--- src/rtl/sonar_pkg.sv ---
// rtl/sonar_pkg.sv - shared FSM codes, ASCII constants and timing default for the sonar UART transmitter
package sonar_pkg;

    localparam logic [3:0] ST_IDLE   = 4'd0;
    localparam logic [3:0] ST_LOAD   = 4'd1;
    localparam logic [3:0] ST_START  = 4'd2;
    localparam logic [3:0] ST_DATA   = 4'd3;
    localparam logic [3:0] ST_PARITY = 4'd4;
    localparam logic [3:0] ST_STOP   = 4'd5;
    localparam logic [3:0] ST_NEXT   = 4'd6;
    localparam logic [3:0] ST_DONE   = 4'd7;

    localparam logic [7:0] ASCII_ZERO      = 8'h30;
    localparam logic [7:0] ASCII_BAD_DIGIT = 8'h2A;

    // 50 MHz system clock at 115200 baud
    localparam int BIT_TICKS_DEFAULT = 434;

endpackage

--- src/rtl/sonar_tx_ascii_if.sv ---
// rtl/sonar_tx_ascii_if.sv - start/capture/completion handshake between sonar control unit and transmitter
interface sonar_tx_ascii_if;

    logic        transmitir;
    logic [11:0] angulo;
    logic [11:0] distancia;
    logic        ocupado;
    logic        fim_transmissao;

    modport master (
        output transmitir,
        output angulo,
        output distancia,
        input  ocupado,
        input  fim_transmissao
    );

    modport slave (
        input  transmitir,
        input  angulo,
        input  distancia,
        output ocupado,
        output fim_transmissao
    );

endinterface

--- src/rtl/sonar_tx_ascii_bcd.sv ---
// rtl/sonar_tx_ascii_bcd.sv - combinational BCD nibble to ASCII digit, non-decimal nibbles become '*'
module bcd_to_ascii
    import sonar_pkg::*;
(
    input  logic [3:0] digit,
    output logic [7:0] ascii
);

    assign ascii = (digit > 4'd9) ? ASCII_BAD_DIGIT : (ASCII_ZERO + {4'd0, digit});

endmodule

--- src/rtl/sonar_tx_ascii.sv ---
// rtl/sonar_tx_ascii.sv - serialises a captured angle/distance pair as "AAA,DDD#" over UART
// SONAR_TX_PARITY_EN selects 7O1 framing instead of 8N1; frame timing is identical in both.
module sonar_tx_ascii
    import sonar_pkg::*;
#(
    parameter int         BIT_TICKS = BIT_TICKS_DEFAULT,
    parameter logic [7:0] SEP_CHAR  = 8'h2C,
    parameter logic [7:0] END_CHAR  = 8'h23
) (
    input  logic                clock,
    input  logic                reset,
    sonar_tx_ascii_if.slave     bus,
    output logic                saida_serial,
    output logic [3:0]          db_estado
);

    localparam int TW = $clog2(BIT_TICKS);
    localparam logic [TW-1:0] TICK_LAST = TW'(BIT_TICKS - 1);
`ifdef SONAR_TX_PARITY_EN
    localparam logic [2:0] BIT_LAST      = 3'd6;
    localparam logic [3:0] ST_AFTER_DATA = ST_PARITY;
`else
    localparam logic [2:0] BIT_LAST      = 3'd7;
    localparam logic [3:0] ST_AFTER_DATA = ST_STOP;
`endif

    logic [3:0]    state_q, state_d;
    logic [TW-1:0] tick_q, tick_d;
    logic [2:0]    bit_q, bit_d;
    logic [2:0]    idx_q, idx_d;
    logic [7:0]    char_q, char_d;
    logic [11:0]   ang_q, ang_d;
    logic [11:0]   dist_q, dist_d;

    logic       in_bit, tick_last;
    logic [2:0] sel_idx;
    logic [3:0] sel_digit;
    logic [7:0] digit_ascii, sel_char;

    // LOAD always picks character 0; NEXT picks the one after the current index
    assign sel_idx = (state_q == ST_LOAD) ? 3'd0 : (idx_q + 3'd1);

    always_comb begin
        sel_digit = 4'd0;
        case (sel_idx)
            3'd0:    sel_digit = ang_q[11:8];
            3'd1:    sel_digit = ang_q[7:4];
            3'd2:    sel_digit = ang_q[3:0];
            3'd4:    sel_digit = dist_q[11:8];
            3'd5:    sel_digit = dist_q[7:4];
            3'd6:    sel_digit = dist_q[3:0];
            default: sel_digit = 4'd0;
        endcase
    end

    bcd_to_ascii u_digit (
        .digit (sel_digit),
        .ascii (digit_ascii)
    );

    assign sel_char = (sel_idx == 3'd3) ? SEP_CHAR :
                      (sel_idx == 3'd7) ? END_CHAR : digit_ascii;

    assign in_bit    = (state_q == ST_START) || (state_q == ST_DATA) ||
                       (state_q == ST_PARITY) || (state_q == ST_STOP);
    assign tick_last = (tick_q == TICK_LAST);

    always_comb begin
        state_d = state_q;
        bit_d   = bit_q;
        idx_d   = idx_q;
        char_d  = char_q;
        ang_d   = ang_q;
        dist_d  = dist_q;
        tick_d  = (in_bit && !tick_last) ? (tick_q + 1'b1) : '0;
        case (state_q)
            ST_IDLE: begin
                if (bus.transmitir) begin
                    ang_d   = bus.angulo;
                    dist_d  = bus.distancia;
                    state_d = ST_LOAD;
                end
            end
            ST_LOAD: begin
                idx_d   = 3'd0;
                char_d  = sel_char;
                state_d = ST_START;
            end
            ST_START: begin
                if (tick_last) begin
                    bit_d   = 3'd0;
                    state_d = ST_DATA;
                end
            end
            ST_DATA: begin
                if (tick_last) begin
                    if (bit_q == BIT_LAST) begin
                        state_d = ST_AFTER_DATA;
                    end else begin
                        bit_d = bit_q + 3'd1;
                    end
                end
            end
            ST_PARITY: begin
                if (tick_last) state_d = ST_STOP;
            end
            ST_STOP: begin
                if (tick_last) state_d = ST_NEXT;
            end
            ST_NEXT: begin
                if (idx_q == 3'd7) begin
                    state_d = ST_DONE;
                end else begin
                    idx_d   = idx_q + 3'd1;
                    char_d  = sel_char;
                    state_d = ST_START;
                end
            end
            ST_DONE: state_d = ST_IDLE;
            default: state_d = ST_IDLE;
        endcase
    end

    always_ff @(posedge clock or negedge reset) begin
        if (!reset) begin
            state_q <= ST_IDLE;
            tick_q  <= '0;
            bit_q   <= 3'd0;
            idx_q   <= 3'd0;
            char_q  <= 8'd0;
            ang_q   <= 12'd0;
            dist_q  <= 12'd0;
        end else begin
            state_q <= state_d;
            tick_q  <= tick_d;
            bit_q   <= bit_d;
            idx_q   <= idx_d;
            char_q  <= char_d;
            ang_q   <= ang_d;
            dist_q  <= dist_d;
        end
    end

    // Line level decodes straight from state so an async reset forces idle-high at once
    always_comb begin
        saida_serial = 1'b1;
        case (state_q)
            ST_START:  saida_serial = 1'b0;
            ST_DATA:   saida_serial = char_q[bit_q];
            ST_PARITY: saida_serial = ~^char_q[6:0];
            default:   saida_serial = 1'b1;
        endcase
    end

    assign bus.ocupado         = (state_q != ST_IDLE) && (state_q != ST_DONE);
    assign bus.fim_transmissao = (state_q == ST_DONE);
    assign db_estado           = state_q;

endmodule

--- src/flat_wrapper.sv ---
// flat-port wrapper written by rule: the top's interface ports become plain ports
module sonar_tx_ascii_flat import sonar_pkg::*;
#(
    parameter int         BIT_TICKS = BIT_TICKS_DEFAULT,
    parameter logic [7:0] SEP_CHAR  = 8'h2C,
    parameter logic [7:0] END_CHAR  = 8'h23
)
  (clock, reset, saida_serial, db_estado, bus_transmitir, bus_angulo, bus_distancia, bus_ocupado, bus_fim_transmissao);
  sonar_tx_ascii_if bus_i ();
  input  logic clock;
  input  logic reset;
  output logic saida_serial;
  output logic [3:0] db_estado;
  input wire logic [$bits(bus_i.transmitir)-1:0] bus_transmitir;
  input wire logic [$bits(bus_i.angulo)-1:0] bus_angulo;
  input wire logic [$bits(bus_i.distancia)-1:0] bus_distancia;
  output wire logic [$bits(bus_i.ocupado)-1:0] bus_ocupado;
  output wire logic [$bits(bus_i.fim_transmissao)-1:0] bus_fim_transmissao;
  assign bus_i.transmitir = bus_transmitir;
  assign bus_i.angulo = bus_angulo;
  assign bus_i.distancia = bus_distancia;
  assign bus_ocupado = bus_i.ocupado;
  assign bus_fim_transmissao = bus_i.fim_transmissao;
  sonar_tx_ascii #(.BIT_TICKS(BIT_TICKS), .SEP_CHAR(SEP_CHAR), .END_CHAR(END_CHAR)) u_core (.clock(clock), .reset(reset), .bus(bus_i), .saida_serial(saida_serial), .db_estado(db_estado));
endmodule
--- config.mk ---
export PLATFORM = sky130hd
export DESIGN_NAME = sonar_tx_ascii_flat
export DESIGN_NICKNAME = d
export VERILOG_FILES = /design/src/rtl/sonar_pkg.sv /design/src/rtl/sonar_tx_ascii_if.sv /design/src/rtl/sonar_tx_ascii_bcd.sv /design/src/rtl/sonar_tx_ascii.sv /design/src/flat_wrapper.sv
export SDC_FILE = /design/constraint.sdc
export NUM_CORES = 1
export LEC_CHECK = 0
export BUFFER_PORTS_ARGS = -buffer_cell sky130_fd_sc_hd__buf_2
export CORE_MARGIN = 2
export CORE_UTILIZATION = 55
export DETAILED_ROUTE_END_ITERATION = 8
export GPL_TIMING_DRIVEN = 0
export MAX_ROUTING_LAYER = met4
export PLACE_DENSITY_LB_ADDON = 0.2
export SLEW_MARGIN = 0
export SYNTH_ARGS = -nofsm -noshare
export SYNTH_HDL_FRONTEND = slang
export SYNTH_SLANG_ARGS = --single-unit
--- constraint.sdc ---
create_clock -name clock -period 4.17 [get_ports clock]
set_input_delay 0.834 -clock clock [delete_from_list [all_inputs] [get_ports clock]]
set_output_delay 0.834 -clock clock [all_outputs]
set_load 0.1 [all_outputs]
==> results_tabular.tex, run 1 <==
\begin{tabular}{lr}
\hline
Metric & Value \\
\hline
\multicolumn{2}{l}{\textbf{Timing}} \\
Slew Viols, Final & 0 \\
Total negative setup slack & 0 ps \\
Fin Clk Skew & 4.71 ps \\
Share of the clock period used by the worst path after layout & 67.1\% \\
Final number of setup-violating endpoints & 0 \\
Relative slew slack & 31.1\% \\
Final critical-path setup slack & 1370 ps \\
Fmax & 0.358 GHz \\
Setup repair after global routing missed its margin & false \\
Final count of hold timing violations & 0 \\
Min Tclk post-route & 2800 ps \\
Transition time of the tightest slew-check pin & 1030 ps \\
\multicolumn{2}{l}{\textbf{Detailed routing}} \\
DR vias & 1859 \\
Drt first-iter violations & 54 \\
Final routed wire length divided by cell count & 14.5 um \\
Pre-Repair DR Iteration Count & 4 \\
Final routed wirelength across all metal layers & 4700 um \\
Antenna-violating nets left & 0 \\
Final routed DRC violation total & 0 \\
Post-detailed-route via-to-cell ratio & 5.74 \\
\multicolumn{2}{l}{\textbf{Pwr}} \\
Reg power frac & 62.1\% \\
Logic pwr share & 3.3\% \\
P per Cell Area & 258 nW/um2 \\
Max IR drop VDD & 0.187 mV \\
Clock Power Share & 34.6\% \\
Leakage power & 1.42 nW \\
Net switching component of the power & 160 uW \\
Proportion of total power due to net switching & 21.4\% \\
Final total power & 749 uW \\
Internal power & 588 uW \\
\multicolumn{2}{l}{\textbf{Clock network}} \\
Number of hold buffers added after cts & 0 \\
Clock tree root driver cell & sky130\_fd\_sc\_hd\_\_clkbuf\_8 \\
Clk pin slew, worst setup/hold paths & 80 ps \\
Num Clock Sinks & 48 \\
Maximum clock path buffer count & 2 \\
Clock tree from TritonCTS & built \\
CTS HTree Levels & 2 \\
Setup Buffers After CTS & 0 \\
Number of CTS-inserted buffers & 5 \\
Number of gates given a new drive strength after cts & 0 \\
Later-pin clock latency in the skew report & 300 ps \\
\multicolumn{2}{l}{\textbf{Final layout}} \\
Final non-filler cell area & 2900 um2 \\
Share of final-layout standard cells stronger than drive strength 1 & 30.1\% \\
Area grow syn2layout & 11.7\% \\
Core occupancy in the finished layout & 65.2\% \\
Antenna Diode Count & 0 \\
Fill count & 384 \\
Total number of nets in the final design & 309 \\
\multicolumn{2}{l}{\textbf{Synth}} \\
Async SR Flop Fraction & 100\% \\
Post-synthesis sequential area ratio & 46.3\% \\
Top area cells in the synthesized netlist & sky130\_fd\_sc\_hd\_\_dfrtp\_1 (46\%), sky130\_fd\_sc\_hd\_\_mux2\_2 (12\%), sky130\_fd\_sc\_hd\_\_ha\_1 (4.8\%), sky130\_fd\_sc\_hd\_\_nand2\_1 (2.7\%), sky130\_fd\_sc\_hd\_\_xnor2\_1 (2.4\%) \\
Area share of and/or/nand/nor cells after synthesis & 14.6\% \\
Leading register cell type out of synthesis & sky130\_fd\_sc\_hd\_\_dfrtp\_1 \\
Gate count after technology mapping & 233 \\
Count of flip-flops with a built-in enable after synthesis & 0 \\
Average cell area after synthesis & 11.1 um2 \\
Synthesized cell area & 2600 um2 \\
Area share of fa/ha/maj cells after synthesis & 4.82\% \\
Multiplexer area fraction after synthesis & 13.7\% \\
Net count of the mapped netlist & 270 \\
Count of yosys warnings during synthesis & 0 \\
Register bit count reported by yosys & 48 \\
Area fraction in compound gates after synthesis & 13.4\% \\
Dominant combinational cell family by area after synthesis & simple AND/OR/NAND/NOR gates \\
Post-synthesis xor/xnor area fraction & 3.37\% \\
Dominant cell type by area after synthesis & sky130\_fd\_sc\_hd\_\_dfrtp\_1 \\
Yosys top cell area share & 46.3\% \\
Number of distinct library cells after synthesis & 57 \\
\multicolumn{2}{l}{\textbf{Placement}} \\
Cell Area, Placed & 2820 um2 \\
Minimum setup slack after placement & 1690 ps \\
Gpl congestion & 0.832 \\
Port buffer count & 32 \\
Post-detailed-placement half-perimeter wirelength & 3530 um \\
\multicolumn{2}{l}{\textbf{Critical path}} \\
CP Class & flip-flop to output pin \\
Crit. End Element & output pin \\
CP Data Arrival Time & 1960 ps \\
Critical path launch point type & flip-flop \\
Largest fanout on the critical path & 4 \\
Setup slack, reg-to-reg & 1670 ps \\
Critical path data required time & 3340 ps \\
\multicolumn{2}{l}{\textbf{Die}} \\
Chip Width & 72.7 um \\
Area of the core region & 4440 um2 \\
Cell row count & 24 \\
Die area & 5290 um2 \\
Initial standard-cell utilization of the core & 58.4\% \\
Die Y-Extent & 72.7 um \\
I/O pin count & 34 \\
\multicolumn{2}{l}{\textbf{Run}} \\
Number of violations of the max-capacitance limit & 0 \\
\multicolumn{2}{l}{\textbf{Global route}} \\
Overflow left after global routing & 0 \\
Total GRT Usage & 20.6\% \\
Number of global-route vias before repair & 1866 \\
Global routing usage on met3 & 4.70\% \\
First-pass GRT wire length & 8190 um \\
Pin count of the biggest net entering global routing & 49 \\
Met2 usage & 33.5\% \\
GR met1 Demand/Resource & 25.6\% \\
GR peak layer & met2 \\
Number of antenna violations at the first check in global routing & 0 \\
\multicolumn{2}{l}{\textbf{Min path}} \\
Min-delay worst type & flip-flop to flip-flop \\
\multicolumn{2}{l}{\textbf{Outcome}} \\
Run status & complete, no violations \\
\hline
\end{tabular}
==> logic make-up after synthesis <==
kind of cell,Yosys count
compound gates,48
xor+xnor,10
fa+ha+maj,10
buf+inv,16
flops,48
mux,31
other cells,1
simple gates,69
==> state kept, by name, indices dropped and copies added (netlist names) <==
name and flops:
u_core.idx_q 3, u_core.char_q 6, u_core.db_estado 3, u_core.dist_q 12, u_core.bit_q 3, u_core.ang_q 12, u_core.tick_q 9
==> worst max-delay path: stages, from the launching register on <==
cell and delay, ps:
sky130_fd_sc_hd__dfrtp_1 420, sky130_fd_sc_hd__mux4_2 510, sky130_fd_sc_hd__nand2_1 70, sky130_fd_sc_hd__o311ai_0 120, sky130_fd_sc_hd__a21oi_1 160, sky130_fd_sc_hd__a31oi_1 70
sky130_fd_sc_hd__buf_2 320
==> power groups by stage <==
| stage | combinational [mW] | clock [mW] | sequential, mW |
|---|---|---|---|
| 3_3_place_gp | 0.0256 | 0 | 0.474 |
| 6_report | 0.0250 | 0.259 | 0.465 |
| 4_1_cts | 0.0261 | 0.268 | 0.465 |
| 3_5_place_dp | 0.0261 | 0 | 0.474 |
| 2_1_floorplan | 0.00506 | 0 | 0.474 |
| 5_1_grt | 0.0287 | 0.284 | 0.465 |
==> worst paths after layout <==
path	end	startpoint	cells after the start
setup reg to reg	u_core.char_q[0]	u_core.idx_q[0]	8
setup / recovery	saida_serial	u_core.bit_q[2]	6
hold reg to reg	u_core.dist_q[1]	u_core.dist_q[1]	1
hold / removal	u_core.dist_q[1]	u_core.dist_q[1]	1
min in group asynchronous	u_core.tick_q[5]	reset	1
max in group asynchronous	u_core.ang_q[4]	reset	1
==> cells in the mapped netlist, types with 2 or more instances <==
master / number
sky130_fd_sc_hd__dfrtp_1: 48
sky130_fd_sc_hd__mux2_2: 27
sky130_fd_sc_hd__nand2_1: 19
sky130_fd_sc_hd__nor2_1: 12
sky130_fd_sc_hd__o21ai_0: 11
sky130_fd_sc_hd__ha_1: 10
sky130_fd_sc_hd__a21oi_1: 9
sky130_fd_sc_hd__inv_1: 7
sky130_fd_sc_hd__nand3_1: 7
sky130_fd_sc_hd__xnor2_1: 7
sky130_fd_sc_hd__a22o_1: 5
sky130_fd_sc_hd__buf_6: 4
sky130_fd_sc_hd__or3_1: 4
sky130_fd_sc_hd__clkbuf_1: 3
sky130_fd_sc_hd__mux2i_1: 3
sky130_fd_sc_hd__nand2b_1: 3
sky130_fd_sc_hd__nand4_1: 3
sky130_fd_sc_hd__nor2b_1: 3
sky130_fd_sc_hd__nor3b_1: 3
sky130_fd_sc_hd__xor2_1: 3
sky130_fd_sc_hd__a21o_1: 2
sky130_fd_sc_hd__a22oi_1: 2
sky130_fd_sc_hd__a32oi_1: 2
sky130_fd_sc_hd__and2_1: 2
sky130_fd_sc_hd__and2b_2: 2
==> layer usage <==
metal | share of wire [%] | routed length (um)
met3 | 3.4 | 161
met4 | 1.5 | 72
met5 | 0 | 0
met2 | 47 | 2220
met1 | 48 | 2250
==> stage by stage <==
stage / hold slack, ps / std cells
final: 512 / 324
after global routing: 534 / 324
after CTS: 512 / 324
after detailed placement: 494 / 317
after global placement: 488 / 317
after floorplan: 470 / 233
==> area by class of cell <==
type                    instances  area, um2  share of cell area [%]
inverters                       7       26.3                   0.906
well taps                      52       65.1                    2.24
clock inverters                 1       5.00                   0.173
repair buffers                 32        160                    5.52
flip-flops and latches         48       1200                    41.4
clock buffers                   6       72.6                    2.50
plain buffers                   9       67.6                    2.33
multi-input cells             169       1300                    44.9
==> placed cells by master, fill, tap and decap left out, types with 5 or more instances in the layout <==
cell / n
sky130_fd_sc_hd__buf_2: 32
sky130_fd_sc_hd__nand2_1: 19
sky130_fd_sc_hd__inv_1: 7
sky130_fd_sc_hd__nor2_1: 12
sky130_fd_sc_hd__a21oi_1: 9
sky130_fd_sc_hd__o21ai_0: 11
sky130_fd_sc_hd__a22o_1: 5
sky130_fd_sc_hd__nand3_1: 7
sky130_fd_sc_hd__mux2_2: 27
sky130_fd_sc_hd__ha_1: 10
sky130_fd_sc_hd__xnor2_1: 7
sky130_fd_sc_hd__clkbuf_8: 5
sky130_fd_sc_hd__dfrtp_1: 48
Note: power is estimated with default switching activity, not from simulation.
==> run 2, diff against run 1 <==
--- a/config.mk
+++ b/config.mk
@@ -5,6 +5,7 @@
 export SDC_FILE = /design/constraint.sdc
 export NUM_CORES = 1
 export LEC_CHECK = 0
+export ABC_AREA = 1
 export BUFFER_PORTS_ARGS = -buffer_cell sky130_fd_sc_hd__buf_2
 export CORE_MARGIN = 2
 export CORE_UTILIZATION = 55
==> constraint.sdc (replaced) <==
create_clock -name clock -period 2.58 [get_ports clock]
set_input_delay 0.516 -clock clock [delete_from_list [all_inputs] [get_ports clock]]
set_output_delay 0.516 -clock clock [all_outputs]
set_load 0.1 [all_outputs]
==> results_tabular.tex, run 2 <==
\begin{tabular}{lr}
\hline
Metric & Value \\
\hline
\multicolumn{2}{l}{\textbf{Timing}} \\
Final count of hold timing violations & 0 (unchanged) \\
Total negative setup slack & 0 ps (unchanged) \\
Slew Viols, Final & 0 (unchanged) \\
Min Tclk post-route & 2460 ps \\
Transition time of the tightest slew-check pin & 1040 ps (+4.98 ps) \\
Setup repair after global routing missed its margin & false \\
Share of the clock period used by the worst path after layout & 95.4\% \\
Final critical-path setup slack & 118 ps (-1250 ps) \\
Final number of setup-violating endpoints & 0 (unchanged) \\
Relative slew slack & 30.7\% (-0.33 points) \\
Fmax & 0.406 GHz \\
Fin Clk Skew & 7.70 ps (+3.00 ps) \\
\multicolumn{2}{l}{\textbf{Die}} \\
Chip Width & 71.7 um (-1.4\%) \\
I/O pin count & 34 (unchanged) \\
Die Y-Extent & 71.7 um (-1.4\%) \\
Area of the core region & 4380 um2 (-1.4\%) \\
Cell row count & 24 (unchanged) \\
Initial standard-cell utilization of the core & 57.5\% (-0.88 points) \\
Die area & 5140 um2 (-2.7\%) \\
\multicolumn{2}{l}{\textbf{Run}} \\
Number of violations of the max-capacitance limit & 0 (unchanged) \\
\multicolumn{2}{l}{\textbf{Synth}} \\
Yosys top cell area share & 47.6\% (+1.4 points) \\
Dominant cell type by area after synthesis & sky130\_fd\_sc\_hd\_\_dfrtp\_1 \\
Average cell area after synthesis & 8.49 um2 (-24\%) \\
Leading register cell type out of synthesis & sky130\_fd\_sc\_hd\_\_dfrtp\_1 \\
Top area cells in the synthesized netlist & sky130\_fd\_sc\_hd\_\_dfrtp\_1 (48\%), sky130\_fd\_sc\_hd\_\_nor2\_1 (7.4\%), sky130\_fd\_sc\_hd\_\_a21oi\_1 (6.0\%), sky130\_fd\_sc\_hd\_\_nand2\_1 (5.8\%), sky130\_fd\_sc\_hd\_\_inv\_1 (5.5\%) \\
Register bit count reported by yosys & 48 (unchanged) \\
Async SR Flop Fraction & 100\% (unchanged) \\
Post-synthesis sequential area ratio & 47.6\% (+1.4 points) \\
Leading cell type by number of instances after synthesis & sky130\_fd\_sc\_hd\_\_nor2\_1 \\
Number of distinct library cells after synthesis & 37 (-35\%) \\
Synth cell count leaders & sky130\_fd\_sc\_hd\_\_nor2\_1 (50), sky130\_fd\_sc\_hd\_\_dfrtp\_1 (48), sky130\_fd\_sc\_hd\_\_nand2\_1 (39), sky130\_fd\_sc\_hd\_\_inv\_1 (37), sky130\_fd\_sc\_hd\_\_a21oi\_1 (30) \\
Count of flip-flops with a built-in enable after synthesis & 0 (unchanged) \\
Count of yosys warnings during synthesis & 0 (unchanged) \\
Gate count after technology mapping & 297 (+27\%) \\
Synthesized cell area & 2520 um2 (-2.8\%) \\
Net count of the mapped netlist & 334 (+24\%) \\
\multicolumn{2}{l}{\textbf{Clock network}} \\
Clk pin slew, worst setup/hold paths & 90 ps (about the same) \\
Number of CTS-inserted buffers & 5 (unchanged) \\
Number of gates given a new drive strength after cts & 0 (unchanged) \\
CTS HTree Levels & 2 (unchanged) \\
Maximum clock path buffer count & 2 (unchanged) \\
Num Clock Sinks & 48 (unchanged) \\
Clock tree from TritonCTS & built \\
Later-pin clock latency in the skew report & 300 ps (about the same) \\
Setup Buffers After CTS & 0 (unchanged) \\
Clock tree root driver cell & sky130\_fd\_sc\_hd\_\_clkbuf\_8 \\
Number of hold buffers added after cts & 0 (unchanged) \\
\multicolumn{2}{l}{\textbf{Pwr}} \\
Internal power & 1.84 mW (+210\%) \\
P per Cell Area & 1210 nW/um2 (+370\%) \\
Leakage power & 1.45 nW (+2.1\%) \\
Logic pwr share & 52.8\% (+50 points) \\
Net switching component of the power & 1.67 mW (+940\%) \\
Reg power frac & 34.0\% (-28 points) \\
Clock Power Share & 13.2\% (-21 points) \\
Max IR drop VDD & 0.500 mV (+170\%) \\
Proportion of total power due to net switching & 47.5\% (+26 points) \\
\multicolumn{2}{l}{\textbf{Global route}} \\
Pin count of the biggest net entering global routing & 49 (unchanged) \\
GR peak layer & met2 \\
Total GRT Usage & 20.7\% (+0.12 points) \\
Global routing usage on met3 & 4.64\% (-0.055 points) \\
First-pass GRT wire length & 8130 um (-0.76\%) \\
Met2 usage & 31.0\% (-2.6 points) \\
Overflow left after global routing & 0 (unchanged) \\
Number of antenna violations at the first check in global routing & 0 (unchanged) \\
GR met1 Demand/Resource & 29.2\% (+3.6 points) \\
Number of global-route vias before repair & 1868 (+0.11\%) \\
\multicolumn{2}{l}{\textbf{Critical path}} \\
CP Data Arrival Time & 1950 ps (about the same) \\
Bufs and invs on worst path & 2 (+1) \\
Delay contributed by the slowest stage of the critical path & 450 ps (-60 ps) \\
Reg-to-reg startpoint & u\_core.idx\_q[0] \\
CP Class & flip-flop to output pin \\
Critical path launch point type & flip-flop \\
Largest fanout on the critical path & 4 (unchanged) \\
Cell Chain, Critical Path & inv\_1 -> ha\_1 -> o21ai\_0 -> nand2\_1 -> o221ai\_4 -> clkbuf\_4 \\
Slowest library cell on the worst path & sky130\_fd\_sc\_hd\_\_dfrtp\_4 \\
Capturing point of the worst reg2reg path & u\_core.char\_q[0] \\
Critical path data required time & 2060 ps (-1280 ps) \\
Number of cells on the worst reg-to-reg path & 11 (+3) \\
Top Family by Delay on Critical Path & flip-flops \\
Crit. End Element & output pin \\
Setup slack, reg-to-reg & 460 ps (-1210 ps) \\
\multicolumn{2}{l}{\textbf{Detailed routing}} \\
Post-detailed-route via-to-cell ratio & 5.20 (-9.5\%) \\
Final routed wire length divided by cell count & 12.1 um (-17\%) \\
Final routed DRC violation total & 0 (unchanged) \\
Final routed wirelength across all metal layers & 4710 um (+0.19\%) \\
Antenna-violating nets left & 0 (unchanged) \\
Pre-Repair DR Iteration Count & 4 (unchanged) \\
Drt first-iter violations & 114 (+110\%) \\
DR vias & 2021 (+8.7\%) \\
\multicolumn{2}{l}{\textbf{Final layout}} \\
Final cell count without fillers & 389 (+20\%) \\
Share of final-layout standard cells stronger than drive strength 1 & 22.3\% (-7.9 points) \\
Top library cells by usage in the layout, fill and taps aside & sky130\_fd\_sc\_hd\_\_nor2\_1 (49), sky130\_fd\_sc\_hd\_\_dfrtp\_1 (45), sky130\_fd\_sc\_hd\_\_nand2\_1 (39) \\
Total number of nets in the final design & 373 (+21\%) \\
Fill count & 382 (-0.52\%) \\
Antenna Diode Count & 0 (unchanged) \\
Largest registers in the final layout & u\_core.ang\_q x12, u\_core.dist\_q x12, u\_core.tick\_q x9 \\
Commonest non-fill, non-tap cell in the layout & sky130\_fd\_sc\_hd\_\_nor2\_1 \\
Area grow syn2layout & 14.7\% \\
\multicolumn{2}{l}{\textbf{Outcome}} \\
Run status & complete, no violations \\
\multicolumn{2}{l}{\textbf{Min path}} \\
Min-delay worst type & input pin to asynchronous set/reset pin \\
\multicolumn{2}{l}{\textbf{Placement}} \\
Gpl congestion & 0.967 (+16\%) \\
Post-detailed-placement half-perimeter wirelength & 3570 um (+0.89\%) \\
Minimum setup slack after placement & 368 ps (-1320 ps) \\
Number of placed instances, taps included & 381 (+20\%) \\
Port buffer count & 32 (unchanged) \\
\hline
\end{tabular}
-- run 2: cell count changes after synthesis, moves of 5 or more --
cell	delta
sky130_fd_sc_hd__nor2_1	+38
sky130_fd_sc_hd__mux2_2	-24
sky130_fd_sc_hd__a21oi_1	+21
sky130_fd_sc_hd__inv_2	+7
sky130_fd_sc_hd__nand2_1	+20
sky130_fd_sc_hd__inv_1	+30
sky130_fd_sc_hd__a22o_1	-5
sky130_fd_sc_hd__xnor2_1	-5
-- run 2: per-layer routing --
| metal | up-vias | routed length, um |
|---|---|---|
| met5 | - | 0 |
| li1 | 1039 | - |
| met3 | 4 | 150 |
| met1 | 947 | 2400 |
| met4 | 0 | 36 |
| met2 | 31 | 2120 |
-- run 2: through the flow --
| step | instance area, um2 | hold WS (ps) | util [%] | total power, mW |
|---|---|---|---|---|
| final | 2890 | 384 | 66.0 | 3.51 |
| after detailed placement | 2800 | 488 | 63.8 | 3.06 |
| after CTS | 2890 | 411 | 66.0 | 3.53 |
| after global routing | 2890 | 412 | 66.0 | 3.81 |
| after floorplan | 2570 | 220 | - | 2.70 |
| after global placement | 2800 | 476 | 63.8 | 3.02 |
-- run 2: area by class of cell --
cell class              instances  area [um2]  area share (%)
plain buffers                   5        28.8           0.994
clock buffers                   7        86.3            2.98
clock inverters                 1        7.51           0.259
inverters                      44         169            5.84
multi-input cells             200        1160            40.3
flip-flops and latches         48        1210            41.8
well taps                      52        65.1            2.25
repair buffers                 32         163            5.62
-- run 2: worst register-to-register path, stage by stage, from the launching register on --
cell,delay [ps]
sky130_fd_sc_hd__dfrtp_1,470
sky130_fd_sc_hd__ha_1,230
sky130_fd_sc_hd__ha_1,410
sky130_fd_sc_hd__nand4_2,190
sky130_fd_sc_hd__o22ai_1,290
sky130_fd_sc_hd__nor2_2,80
sky130_fd_sc_hd__nand2_1,80
sky130_fd_sc_hd__nand2_2,60
sky130_fd_sc_hd__nand2_1,50
sky130_fd_sc_hd__nand2_1,60
sky130_fd_sc_hd__nand2_1,60
sky130_fd_sc_hd__nand2_1,40
-- run 2: worst max-delay path by stage --
| stage | cells after the start | endpoint | from |
|---|---|---|---|
| finish | 6 | saida_serial | u_core.db_estado[0] |
| global route | 6 | saida_serial | u_core.db_estado[0] |
| CTS | 6 | saida_serial | u_core.db_estado[0] |
| detailed placement | 6 | saida_serial | u_core.db_estado[0] |
| global placement | 6 | saida_serial | u_core.db_estado[0] |
| floorplan | 4 | bus_ocupado | u_core.db_estado[0] |
-- run 2: power by group through the flow --
| stage | Sequential (mW) | Clock [mW] | Combinational (mW) |
|---|---|---|---|
| finish | 1.19 | 0.463 | 1.85 |
| global route | 1.22 | 0.515 | 2.07 |
| CTS | 1.20 | 0.482 | 1.85 |
| detailed placement | 1.21 | 0 | 1.85 |
| global placement | 1.20 | 0 | 1.82 |
| floorplan | 1.32 | 0 | 1.38 |
-- run 2: cells by family (layout without fill, tap and decap cells) --
logic type	Yosys count	in the layout	synth area share, %
and+or+nand+nor	120	120	21.7
AOI/OAI and AO/OA	55	55	12.3
buffers and inverters	49	89	7.69
DFF	48	48	47.6
adders and majority gates	10	10	4.96
muxes	8	8	3.52
xor gates and xnor gates	6	6	2.08
other	1	1	0.149
==> run 3, diff against run 2 <==
==> constraint.sdc (replaced) <==
create_clock -name clock -period 2.58 [get_ports clock]
set_input_delay 0.258 -clock clock [delete_from_list [all_inputs] [get_ports clock]]
set_output_delay 0.258 -clock clock [all_outputs]
set_load 0.1 [all_outputs]
==> results_tabular.tex, run 3 (synthesis gave the netlist of run 2 again) <==
\begin{tabular}{lr}
\hline
Metric & Value \\
\hline
\multicolumn{2}{l}{\textbf{Timing}} \\
Share of the clock period used by the worst path after layout & 88.0\% (-7.4 points) \\
Relative slew slack & 30.1\% (-0.68 points) \\
Setup repair after global routing missed its margin & false \\
Total negative setup slack & 0 ps (unchanged) \\
Final number of setup-violating endpoints & 0 (unchanged) \\
Fmax & 0.440 GHz (+8.4\%) \\
Worst hold margin & 144 ps (-240 ps) \\
Final count of hold timing violations & 0 (unchanged) \\
Transition time of the tightest slew-check pin & 1050 ps (+10.1 ps) \\
Slew Viols, Final & 0 (unchanged) \\
Fin Clk Skew & 9.29 ps (+1.59 ps) \\
Min Tclk post-route & 2270 ps (-190 ps) \\
\multicolumn{2}{l}{\textbf{Final layout}} \\
Largest registers in the final layout & u\_core.ang\_q x12, u\_core.dist\_q x12, u\_core.tick\_q x9 \\
Sequential Area & 1200 um2 (-0.52\%) \\
Final non-filler cell area & 2880 um2 (-0.43\%) \\
Commonest non-fill, non-tap cell in the layout & sky130\_fd\_sc\_hd\_\_nor2\_1 \\
Total number of nets in the final design & 373 (unchanged) \\
Total area of multi-input combinational cells & 1150 um2 (-1.1\%) \\
Share of final-layout standard cells stronger than drive strength 1 & 21.4\% (-0.83 points) \\
Antenna Diode Count & 0 (unchanged) \\
Fill count & 367 (-3.9\%) \\
Area grow syn2layout & 14.2\% \\
Top library cells by usage in the layout, fill and taps aside & sky130\_fd\_sc\_hd\_\_nor2\_1 (49), sky130\_fd\_sc\_hd\_\_dfrtp\_1 (46), sky130\_fd\_sc\_hd\_\_nand2\_1 (39) \\
\multicolumn{2}{l}{\textbf{Run}} \\
Number of violations of the max-capacitance limit & 0 (unchanged) \\
\multicolumn{2}{l}{\textbf{Detailed routing}} \\
Final routed wirelength across all metal layers & 5080 um (+7.9\%) \\
Final routed wire length divided by cell count & 13.1 um (+8.1\%) \\
DR vias & 2081 (+3.0\%) \\
Final routed DRC violation total & 0 (unchanged) \\
Drt first-iter violations & 97 (-15\%) \\
Antenna-violating nets left & 0 (unchanged) \\
Pre-Repair DR Iteration Count & 4 (unchanged) \\
Post-detailed-route via-to-cell ratio & 5.36 (+3.2\%) \\
\multicolumn{2}{l}{\textbf{Die}} \\
Cell row count & 24 (unchanged) \\
Chip Width & 71.7 um (unchanged) \\
Die Y-Extent & 71.7 um (unchanged) \\
I/O pin count & 34 (unchanged) \\
Area of the core region & 4380 um2 (unchanged) \\
Die area & 5140 um2 (unchanged) \\
Initial standard-cell utilization of the core & 57.5\% (unchanged) \\
\multicolumn{2}{l}{\textbf{Global route}} \\
Number of global-route vias before repair & 1952 (+4.5\%) \\
First-pass GRT wire length & 8490 um (+4.5\%) \\
Overflow left after global routing & 0 (unchanged) \\
Number of antenna violations at the first check in global routing & 0 (unchanged) \\
Pin count of the biggest net entering global routing & 49 (unchanged) \\
Total GRT Usage & 21.4\% (+0.74 points) \\
\multicolumn{2}{l}{\textbf{Critical path}} \\
Setup slack, reg-to-reg & 430 ps (-30 ps) \\
Cell Chain, Critical Path & inv\_1 -> ha\_1 -> o21ai\_0 -> nand2\_1 -> o221ai\_4 -> buf\_2 \\
Crit. End Element & output pin \\
Slowest library cell on the worst path & sky130\_fd\_sc\_hd\_\_buf\_2 \\
Delay contributed by the slowest stage of the critical path & 450 ps (about the same) \\
CP Class & flip-flop to output pin \\
Number of cells on the worst reg-to-reg path & 14 (+3) \\
Largest fanout on the critical path & 4 (unchanged) \\
Critical path launch point type & flip-flop \\
Launching instance or port of the critical path & u\_core.db\_estado[0] \\
Reg-to-reg startpoint & u\_core.idx\_q[0] \\
Destination of the critical timing path & saida\_serial \\
CP Data Arrival Time & 2010 ps (+60 ps) \\
Critical path data required time & 2320 ps (+260 ps) \\
Capturing point of the worst reg2reg path & u\_core.char\_q[0] \\
\multicolumn{2}{l}{\textbf{Pwr}} \\
P per Cell Area & 1240 nW/um2 (+2.1\%) \\
Max IR drop VDD & 0.723 mV (+45\%) \\
Leakage power & 1.46 nW (+0.51\%) \\
\multicolumn{2}{l}{\textbf{Clock network}} \\
Number of hold buffers added after cts & 0 (unchanged) \\
Maximum clock path buffer count & 2 (unchanged) \\
Clock tree from TritonCTS & built \\
Later-pin clock latency in the skew report & 300 ps (about the same) \\
Setup Buffers After CTS & 0 (unchanged) \\
Clk pin slew, worst setup/hold paths & 90 ps (about the same) \\
Num Clock Sinks & 48 (unchanged) \\
CTS HTree Levels & 2 (unchanged) \\
Number of gates given a new drive strength after cts & 0 (unchanged) \\
Number of CTS-inserted buffers & 5 (unchanged) \\
Clock tree root driver cell & sky130\_fd\_sc\_hd\_\_clkbuf\_8 \\
\multicolumn{2}{l}{\textbf{Min path}} \\
Min-delay worst type & input pin to asynchronous set/reset pin \\
\multicolumn{2}{l}{\textbf{Placement}} \\
Gpl congestion & 0.855 (-12\%) \\
Cell Area, Placed & 2780 um2 (-0.67\%) \\
Post-detailed-placement half-perimeter wirelength & 3740 um (+4.9\%) \\
Port buffer count & 32 (unchanged) \\
\multicolumn{2}{l}{\textbf{Outcome}} \\
Run status & complete, no violations \\
\hline
\end{tabular}
-- run 3: cell count changes in the layout (fill, tap and decap cells not counted) --
cell / before / now
sky130_fd_sc_hd__clkbuf_8: 6 / 5
sky130_fd_sc_hd__buf_2: 33 / 34
sky130_fd_sc_hd__dfrtp_2: 1 / 2
sky130_fd_sc_hd__clkbuf_4: 1 / 0
sky130_fd_sc_hd__ha_1: 9 / 10
sky130_fd_sc_hd__clkinvlp_4: 2 / 1
sky130_fd_sc_hd__dfrtp_4: 2 / 0
sky130_fd_sc_hd__dfrtp_1: 45 / 46
sky130_fd_sc_hd__bufinv_16: 0 / 1
sky130_fd_sc_hd__ha_4: 1 / 0
-- run 3: stage by stage --
step | worst slack, ps | utilization, % | total power, mW | std cells
6_report | 309 | 65.7 | 3.57 | 388
5_1_grt | 170 | 65.7 | 3.82 | 388
4_1_cts | 317 | 65.7 | 3.58 | 388
3_5_place_dp | 459 | 63.4 | 3.05 | 381
3_3_place_gp | 515 | 63.4 | 3.00 | 381
2_1_floorplan | 157 | - | 2.68 | 297
-- run 3: power by group --
| part | total, mW | switching, mW | leakage, nW | internal, mW |
|---|---|---|---|---|
| logic | 1.86 | 1.27 | 0.834 | 0.582 |
| registers | 1.18 | 0.159 | 0.576 | 1.02 |
| clock network | 0.529 | 0.245 | 0.0513 | 0.284 |
-- run 3: worst max-delay path: cells and delay by family (launching register included) --
| kind | cells | cell delay [ps] |
|---|---|---|
| buf+inv | 2 | 520 |
| compound gates | 2 | 400 |
| flops | 1 | 390 |
| fa+ha+maj | 1 | 210 |
| simple gates | 1 | 180 |
-- run 3: final cells by class --
cell class | count | area share [%]
well taps | 52 | 2.26
clock inverters | 1 | 1.04
flip-flops and latches | 48 | 41.8
clock buffers | 6 | 2.52
inverters | 44 | 5.86
plain buffers | 5 | 0.999
repair buffers | 32 | 5.56
multi-input cells | 200 | 40.0
-- run 3: routing by layer --
metal	vias to the layer above	part of all wire, %	GRT usage (%)
li1	1033	-	-
met3	11	3.6	4.22
met5	-	0	-
met4	0	1.2	5.87
met2	42	46	34.2
met1	995	49	28.2
-- run 3: worst min-delay path by stage --
stage,startpoint,to,slack (ps),cells after the start
after floorplan,reset,u_core.ang_q[0],-40,0
after global placement,bus_angulo[8],u_core.ang_q[8],470,2
after detailed placement,bus_distancia[8],u_core.dist_q[8],470,2
after CTS,bus_distancia[8],u_core.dist_q[8],160,2
after global routing,bus_angulo[7],u_core.ang_q[7],150,2
final,reset,u_core.bit_q[2],140,1
